--- config.mk ---
export PLATFORM = sky130hd
export DESIGN_NAME = tx_write_sched
export DESIGN_NICKNAME = d
export VERILOG_FILES = /design/src/rtl/tx_write_sched_pkg.sv /design/src/rtl/tx_write_sched_rr_arb2.sv /design/src/rtl/tx_write_sched.sv
export SDC_FILE = /design/constraint.sdc
export NUM_CORES = 1
export LEC_CHECK = 0
export ABC_AREA = 1
export CAP_MARGIN = 15
export CORE_ASPECT_RATIO = 1.2
export CORE_UTILIZATION = 40
export DETAILED_ROUTE_END_ITERATION = 6
export GPL_ROUTABILITY_DRIVEN = 1
export HOLD_SLACK_MARGIN = 0.03
export PLACE_DENSITY = 0.78
export REMOVE_ABC_BUFFERS = 1
export SETUP_SLACK_MARGIN = 0.3
export SLEW_MARGIN = 15
export SYNTH_ARGS = -nofsm -noshare
export SYNTH_HDL_FRONTEND = slang
export SYNTH_SLANG_ARGS = --single-unit
--- constraint.sdc ---
create_clock -name wclk -period 4 [get_ports wclk]
set_input_delay 0.8 -clock wclk [delete_from_list [all_inputs] [get_ports wclk]]
set_output_delay 0.8 -clock wclk [all_outputs]
set_load 0.05 [all_outputs]
--- src/rtl/tx_write_sched_pkg.sv ---
// Shared types for the transmit-FIFO write scheduler: channel tags, FSM states
// and the existing operating-configuration word.
package tx_write_sched_pkg;

  typedef enum logic {
    CH_L = 1'b0,
    CH_R = 1'b1
  } ch_t;

  typedef enum logic [1:0] {
    S_IDLE  = 2'd0,
    S_EXP_L = 2'd1,
    S_EXP_R = 2'd2
  } sched_state_t;

  typedef enum logic [1:0] {
    f16bits = 2'd0,
    f24bits = 2'd1,
    f32bits = 2'd2
  } frame_size_t;

  typedef struct packed {
    logic        stereo;
    logic        stop;
    frame_size_t frame_size;
  } OP_t;

  // Channel the FSM is waiting for; S_IDLE never grants, so its value is moot.
  function automatic ch_t expected_ch(input sched_state_t s);
    return (s == S_EXP_R) ? CH_R : CH_L;
  endfunction

endpackage

--- src/rtl/tx_write_sched_rr_arb2.sv ---
// Two-way round-robin arbiter; rr_last remembers the most recent winner so that
// under contention the other source is granted next.
module tx_write_sched_rr_arb2 (
  input  logic       wclk,
  input  logic       rst_,
  input  logic [1:0] req_i,
  input  logic       en_i,
  output logic [1:0] gnt_o
);

  logic rr_last_q;
  logic rr_last_d;

  // grant decode
  always_comb begin
    gnt_o = 2'b00;
    if (en_i) begin
      case (req_i)
        2'b01:   gnt_o = 2'b01;
        2'b10:   gnt_o = 2'b10;
        2'b11:   gnt_o = rr_last_q ? 2'b01 : 2'b10;
        default: gnt_o = 2'b00;
      endcase
    end else begin
      gnt_o = 2'b00;
    end
  end

  // last-winner next state
  always_comb begin
    if (gnt_o[1]) begin
      rr_last_d = 1'b1;
    end else if (gnt_o[0]) begin
      rr_last_d = 1'b0;
    end else begin
      rr_last_d = rr_last_q;
    end
  end

  // last-winner register; resets to 1 so src0 wins the first contention
  always_ff @(posedge wclk or negedge rst_) begin
    if (!rst_) begin
      rr_last_q <= 1'b1;
    end else begin
      rr_last_q <= rr_last_d;
    end
  end

endmodule

--- src/rtl/tx_write_sched.sv ---
// Transmit-FIFO write scheduler: arbitrates CPU/DMA samples onto the FIFO write
// port, enforces L/R order in stereo and throttles against full/almost-full.
module tx_write_sched
  import tx_write_sched_pkg::*;
#(
  parameter int WIDTH = 32,
  parameter int CNTW  = 16
) (
  input  logic             wclk,
  input  logic             rst_,
  input  OP_t              op_i,
  input  logic             src0_valid_i,
  input  logic [WIDTH-1:0] src0_data_i,
  input  ch_t              src0_ch_i,
  output logic             src0_ready_o,
  input  logic             src1_valid_i,
  input  logic [WIDTH-1:0] src1_data_i,
  input  ch_t              src1_ch_i,
  output logic             src1_ready_o,
  output logic [WIDTH-1:0] fifo_din_o,
  output logic             fifo_wr_en_o,
  input  logic             fifo_full_i,
  input  logic             fifo_al_full_i,
  output logic             dreq_o,
  output logic             ch_err_o,
  output logic [CNTW-1:0]  wr_count_o
);

  sched_state_t     state_q, state_d;
  logic             wr_en_q, wr_en_d;
  logic [WIDTH-1:0] din_q, din_d;
  logic             ch_err_q, ch_err_d;
  logic             dreq_q, dreq_d;
  logic [CNTW-1:0]  cnt_q, cnt_d;

  logic             can_wr_s;
  logic [1:0]       gnt_s;
  logic             acc_s;
  logic             wr_ok_s;
  ch_t              sel_ch_s;
  logic [WIDTH-1:0] sel_data_s;

  function automatic logic [WIDTH-1:0] pack_sample(input logic [WIDTH-1:0] d,
                                                   input frame_size_t     fs);
    if (fs == f16bits) begin
      return {{(WIDTH-16){1'b0}}, d[WIDTH-1 -: 16]};
    end else begin
      return d;
    end
  endfunction

  tx_write_sched_rr_arb2 u_arb (
    .wclk  (wclk),
    .rst_  (rst_),
    .req_i ({src1_valid_i, src0_valid_i}),
    .en_i  (can_wr_s),
    .gnt_o (gnt_s)
  );

  // state register
  always_ff @(posedge wclk or negedge rst_) begin
    if (!rst_) begin
      state_q <= S_IDLE;
    end else begin
      state_q <= state_d;
    end
  end

  // next state
  always_comb begin
    state_d = state_q;
    if (op_i.stop) begin
      state_d = S_IDLE;
    end else begin
      case (state_q)
        S_IDLE:  state_d = S_EXP_L;
        S_EXP_L: state_d = (wr_ok_s && op_i.stereo) ? S_EXP_R : S_EXP_L;
        S_EXP_R: state_d = wr_ok_s ? S_EXP_L : S_EXP_R;
        default: state_d = S_IDLE;
      endcase
    end
  end

  // Outputs: the al_full term blocks back-to-back writes so full is seen first.
  always_comb begin
    can_wr_s   = (state_q != S_IDLE) && !op_i.stop && !fifo_full_i &&
                 !(wr_en_q && fifo_al_full_i);
    acc_s      = |gnt_s;
    sel_ch_s   = gnt_s[1] ? src1_ch_i : src0_ch_i;
    sel_data_s = gnt_s[1] ? src1_data_i : src0_data_i;
    wr_ok_s    = acc_s && (!op_i.stereo || (sel_ch_s == expected_ch(state_q)));
    wr_en_d    = wr_ok_s;
    ch_err_d   = acc_s && !wr_ok_s;
    din_d      = wr_ok_s ? pack_sample(sel_data_s, op_i.frame_size) : din_q;
    cnt_d      = cnt_q + {{(CNTW-1){1'b0}}, wr_ok_s};
    dreq_d     = (state_q != S_IDLE) && !op_i.stop && !fifo_al_full_i;
  end

  // output register stage
  always_ff @(posedge wclk or negedge rst_) begin
    if (!rst_) begin
      wr_en_q  <= 1'b0;
      din_q    <= {WIDTH{1'b0}};
      ch_err_q <= 1'b0;
      dreq_q   <= 1'b0;
      cnt_q    <= {CNTW{1'b0}};
    end else begin
      wr_en_q  <= wr_en_d;
      din_q    <= din_d;
      ch_err_q <= ch_err_d;
      dreq_q   <= dreq_d;
      cnt_q    <= cnt_d;
    end
  end

  assign src0_ready_o = gnt_s[0];
  assign src1_ready_o = gnt_s[1];
  assign fifo_wr_en_o = wr_en_q;
  assign fifo_din_o   = din_q;
  assign ch_err_o     = ch_err_q;
  assign dreq_o       = dreq_q;
  assign wr_count_o   = cnt_q;

endmodule
# ---- Word-level counts from Yosys, hierarchy flattened
# Cells that the tools add are included.
dict set report word_totals {
  reg_bits 54
  output_inout_bits 53
  word_cells 47
}
dict set report classes {
  add_sub_neg 1
  n_eq_ne 6
  n_mux 13
  reduce_logical 20
}
# op count
set ops {}
lappend ops {{2-to-1 mux 32 bit} 2}
lappend ops {{adder 16 x 1 -> 16 bit} 1}
lappend ops {{case mux 2 bit (3 select lines)} 2}
lappend ops {{2-to-1 mux 2 bit} 5}
lappend ops {{logical AND 1 bit} 8}
lappend ops {{equality test 2 bit (second input constant)} 3}
lappend ops {{logical NOT 1 bit} 6}
lappend ops {{equality test 2 x 1 -> 1 bit (second input constant)} 2}
lappend ops {{logical NOT 2 bit} 2}
lappend ops {{2-to-1 mux 1 bit} 4}
lappend ops {{nonzero test 2 bit} 2}
lappend ops {{OR reduction 2 bit} 1}
lappend ops {{equality test 1 bit} 1}
lappend ops {{logical OR 1 bit} 1}

# ---- Logic depth before layout (Yosys ltp)
dict set report logic_depth {
  ltp_word 13
  ltp_mapped 18
  depth_no_buf 17
}

# ---- Cells and area by module
# From an unflattened synthesis, not the netlist that was laid out.
dict set report hier_totals {
  hier_cells 357
  hier_area_um2 2861.5
}
# module n_inst cells_each area_each_um2
set by_module_without_submodules {}
lappend by_module_without_submodules {tx_write_sched 1 345 2788.9}
lappend by_module_without_submodules {tx_write_sched_rr_arb2 1 12 72.6}

# ---- Least setup slack after synthesis
# Ideal clock, no wire load.
dict set report synth_path {
  path_type {input to register}
  startpoint {input port src1_valid_i}
  endpoint {register cnt_q[14], in the netlist wr_count_o[14]}
  setup_time_ns 0.141
  t_arrival_ns 2.924
  t_required_ns 3.859
  setup_slack_ns 0.935
  cell_stages 17
  path_buffers 1
  path_cell_list {inv_1 -> a21oi_2 -> nand3b_4 -> nand2_1 -> nand3_1 -> nand3_2 -> nand2_4 -> inv_4 -> buf_6 -> ha_1 -> ha_1 -> nand3_1 -> nor3_2 -> nand3_1 -> nor3_2 -> nand3_1 -> xnor2_1}
}
dict set report synth_via {
  elab_chain_cells 8
  word_cells_on_any_way 11
}
# item line
set synth_lines {}
lappend synth_lines {{from (decl)} tx_write_sched.sv:16} ;# input logic src1_valid_i,
lappend synth_lines {{equality test 2 bit or equality test 2 x 1 -> 1 bit (tied branches)} tx_write_sched_rr_arb2.sv:18} ;# case (req_i)
lappend synth_lines {{case mux 2 bit (3 select lines) (*)} tx_write_sched_rr_arb2.sv:18}
lappend synth_lines {{2-to-1 mux 2 bit (*)} tx_write_sched_rr_arb2.sv:17} ;# if (en_i) begin
lappend synth_lines {{2-to-1 mux 1 bit} tx_write_sched.sv:89} ;# sel_ch_s = gnt_s[1] ? src1_ch_i : src0_ch_i;
lappend synth_lines {{equality test 1 bit} tx_write_sched.sv:91} ;# wr_ok_s = acc_s && (!op_i.stereo || (sel_ch_s == expected_ch(state_q)));
lappend synth_lines {{logical OR 1 bit} tx_write_sched.sv:91}
lappend synth_lines {{logical AND 1 bit (*)} tx_write_sched.sv:91}
lappend synth_lines {{via wr_en_d} tx_write_sched.sv:30} ;# logic wr_en_q, wr_en_d;
lappend synth_lines {{adder 16 x 1 -> 16 bit (*)} tx_write_sched.sv:95} ;# cnt_d = cnt_q + {{(CNTW-1){1'b0}}, wr_ok_s};
lappend synth_lines {{via cnt_d[14]} tx_write_sched.sv:34} ;# logic [CNTW-1:0] cnt_q, cnt_d;
lappend synth_lines {{to (signal assigned)} tx_write_sched.sv:106} ;# cnt_q <= {CNTW{1'b0}};
lappend synth_lines {{to (signal assigned)} tx_write_sched.sv:112} ;# cnt_q <= cnt_d;
lappend synth_lines {{to (decl)} tx_write_sched.sv:34}
# Mark *: on every way through the listed nets, which the timed path passes. The rest lies on a longest branch.
# A chain may end at the register's enable or synchronous reset.

# ---- Final worst setup path
dict set report layout_path {
  startpoint {input port op_i[2] (netlist name)}
  endpoint {output port src0_ready_o}
}
dict set report layout_via {
  elab_chain_cells 5
}
# item line
set layout_lines {}
lappend layout_lines {{from (decl)} tx_write_sched.sv:11} ;# input OP_t op_i,
lappend layout_lines {{logical NOT 1 bit} tx_write_sched.sv:86} ;# can_wr_s = (state_q != S_IDLE) && !op_i.stop && !fifo_full_i &&
lappend layout_lines {{logical AND 1 bit (3 in a row)} tx_write_sched.sv:86}
lappend layout_lines {{2-to-1 mux 2 bit} tx_write_sched_rr_arb2.sv:17}
lappend layout_lines {{to (decl)} tx_write_sched.sv:15} ;# output logic src0_ready_o,
# Every way passes these cells.

==> metrics.yaml <==
run_status:
  status: "finished clean"
route:
  routed_wirelength_mm: 7.57
  ant_nets: 0
  drt_iter0_drc: 113
  avgViaCountPerCell: 4.80
  firstDrtPassIters: 4
  wl_per_cell_um: 13.0
  via_count: 2785
  drcViolationCount: 0
timing:
  slew_headroom: 0.642
  slew_viol_final: 0
  hold_viol: 0
  finalWorstPathRequiredPeriod_ns: 3.48
  worstMarginPinSlew_ns: 0.535
  period_share: 0.870
  fmax_ghz: 0.287
  tns_ns: 0
  finClkSkew_ns: 0.00467
  setup_viol: 0
  rsz0062_at_grt: "no"
  timing.final.ws_setup_ns: 0.520
clock_tree:
  cts.sinks: 54
  postCtsHoldBufs: 0
  cts.clk_slew.worst_paths_ns: 0.10
  cts_buffers: 5
  ctsRootBufferMaster: "clkbuf_8"
  cts_tree: "yes"
  clock_path_buffers: 2
  post_cts_buffers: 0
  post_cts_resized: 0
  clk_latency_ns: 0.30
  htreeDepth: 2
floorplanning:
  ios: 129
  die-area_mm2: 0.00747
  die_h_um: 94.5
  rows: 33
  die_w_um: 79.1
  core_mm2: 0.00685
  start_util: 0.416
grt:
  gr-usage-all-layers: 0.213
  antenna_found_initial: 0
  grt_max_degree: 51
  grt_pass1_vias: 2703
  grt-ovfl-total: 0
  grt_pass1_wl_mm: 12.5
power_and_ir_drop:
  combPwrFrac: 0.509
  power_switching_mw: 1.04
  power_leakage_nw: 2.08
  pwr-share-seq: 0.353
  p_clk_frac: 0.138
  p_per_area_mw_per_mm2: 528
  total_power_mw: 2.27
  internal-power_mw: 1.22
  ir_worst_vdd_mv: 0.329
  switching_share: 0.460
job:
  maxCapViolCount: 0
finish:
  num_antenna_cells: 0
  drive_above_1_share: 0.0588
  design_area_mm2: 0.00429
  n_fill_cell: 645
  fin_nets: 570
  syn_to_final_growth_pct: 50.4
placement:
  routabilityCongestion: 0.857
  port_buffers: 128
  place_area_mm2: 0.00420
  dp_hpwl_mm: 5.54
  pre_cts_ws_ns: 0.393
worst_setup_path:
  crit_type: "in -> out"
  required_ns: 3.20
  critPathMaxFanout: 4
  end_kind: "output port"
  crit_path_start_kind: "input port"
  worstPathArrival_ns: 2.68
yosys:
  ys_ff_latch: 54
  ys_warn_count: 0
  ys_seq_area_frac: 0.474
  synthesis.area_mm2: 0.00285
  syn_inst: 368
  synth.distinct_cells: 28
  avgSynthCellArea_um2: 7.75
hold_path:
  hp-class: "in -> async"
-- layer usage --
metal / wire, µm / share of wire / up-vias / global-route usage
met5: 0 / 0 / - / 0
met4: 60 / 0.0079 / 0 / 0.0485
met3: 476 / 0.063 / 8 / 0.0483
met2: 3960 / 0.52 / 94 / 0.403
met1: 3060 / 0.41 / 1283 / 0.242
li1: - / - / 1400 / -
-- flip-flops by register name (all words and copies together), names as in the netlist --
| name | count |
|---|---|
| u_arb.rr_last_q | 1 |
| fifo_din_o | 32 |
| ch_err_o | 1 |
| fifo_wr_en_o | 1 |
| state_q | 2 |
| wr_count_o | 16 |
| dreq_o | 1 |
-- through the flow --
stage,hold WS [ns],instances,util
floorplan,0.458,352,-
global placement,0.461,572,0.612
detailed placement,0.464,572,0.612
CTS,0.468,580,0.626
global route,0.486,580,0.626
finish,0.451,580,0.626
-- placed cells by master (no fill, tap or decap), types with 2 or more instances in the layout --
cell type and instances:
o211ai_1 2, nor3_2 3, a21oi_1 34, clkbuf_8 5
o21ai_1 8, ha_1 2, nand2_1 116, nor2_1 23
dfrtp_1 53, clkdlybuf4s50_1 126, nand3_1 11, xnor2_1 5
xor2_1 8, nor2_2 3, buf_4 5, o21ai_0 25
or2_0 13, inv_1 35, or2_1 2
-- final cells by class --
type / count / area, µm² / share of cell area
multi-input combinational: 261 / 1270 / 0.296
clock inverter: 3 / 25.0 / 0.00583
tap: 87 / 109 / 0.0254
inverter: 37 / 141 / 0.0329
timing repair buffer: 133 / 1320 / 0.308
sequential: 54 / 1350 / 0.315
clock buffer: 5 / 68.8 / 0.0160
-- cell usage after synthesis --
| cell | count | area, µm² |
|---|---|---|
| nor2_1 | 24 | 90.1 |
| inv_1 | 35 | 131 |
| nand2_1 | 116 | 435 |
| dfrtp_1 | 53 | 1330 |
| or2_0 | 13 | 81.3 |
| clkbuf_1 | 7 | 26.3 |
| buf_6 | 3 | 33.8 |
| ha_1 | 2 | 25.0 |
| or2_1 | 2 | 12.5 |
| nand3_1 | 11 | 55.1 |
| inv_4 | 1 | 6.26 |
| nand3_2 | 1 | 10.0 |
| nor3_2 | 3 | 30.0 |
| a21oi_1 | 34 | 170 |
| buf_2 | 6 | 30.0 |
| nor2_2 | 2 | 12.5 |
| or2_2 | 1 | 6.26 |
| nand2_4 | 1 | 11.3 |
| a31oi_1 | 1 | 6.26 |
| o21ai_1 | 8 | 40.0 |
| a21oi_2 | 1 | 8.76 |
| xnor2_1 | 5 | 43.8 |
| o211ai_1 | 2 | 15.0 |
| xor2_1 | 8 | 70.1 |
| o21ai_0 | 25 | 125 |
| nand3b_4 | 1 | 20.0 |
| inv_2 | 1 | 3.75 |
| dfstp_2 | 1 | 26.3 |
-- kinds of logic after synthesis --
kind of cell / synth area share
xor+xnor: 0.0399
simple gates: 0.268
buf+inv: 0.0811
flops: 0.474
compound gates: 0.128
fa+ha+maj: 0.00877
-- worst max-delay path, stage by stage --
cell,delay (ns)
clkdlybuf4s50_1,0.46
inv_1,0.07
o21ai_1,0.07
nor2_1,0.19
o211ai_1,0.20
inv_1,0.09
clkdlybuf4s50_1,0.80
-- power by group through the flow --
stage / registers, mW / clock network, mW / logic [mW]
finish: 0.801 / 0.312 / 1.15
global route: 0.821 / 0.346 / 1.22
CTS: 0.802 / 0.322 / 1.16
detailed placement: 0.809 / 0 / 1.16
global placement: 0.802 / 0 / 1.15
floorplan: 1.31 / 0 / 0.194
-- path summary, 6_finish.rpt --
kind                                             from                    endpoint  slack, ns  cells past startpoint
min in group wclk          fifo_din_o[27]$_DFFE_PN0N_  fifo_din_o[27]$_DFFE_PN0N_       0.49                      2
hold reg to reg            fifo_din_o[27]$_DFFE_PN0N_  fifo_din_o[27]$_DFFE_PN0N_       0.49                      2
max in group asynchronous                        rst_     wr_count_o[4]$_DFF_PN0_       2.74                      2
hold / removal                                   rst_        state_q[1]$_DFF_PN0_       0.45                      1
setup / recovery                              op_i[2]                src0_ready_o       0.52                      7
setup reg to reg               fifo_wr_en_o$_DFF_PN0_    wr_count_o[14]$_DFF_PN0_       1.30                     15
Power figures use the tool's default switching activity.
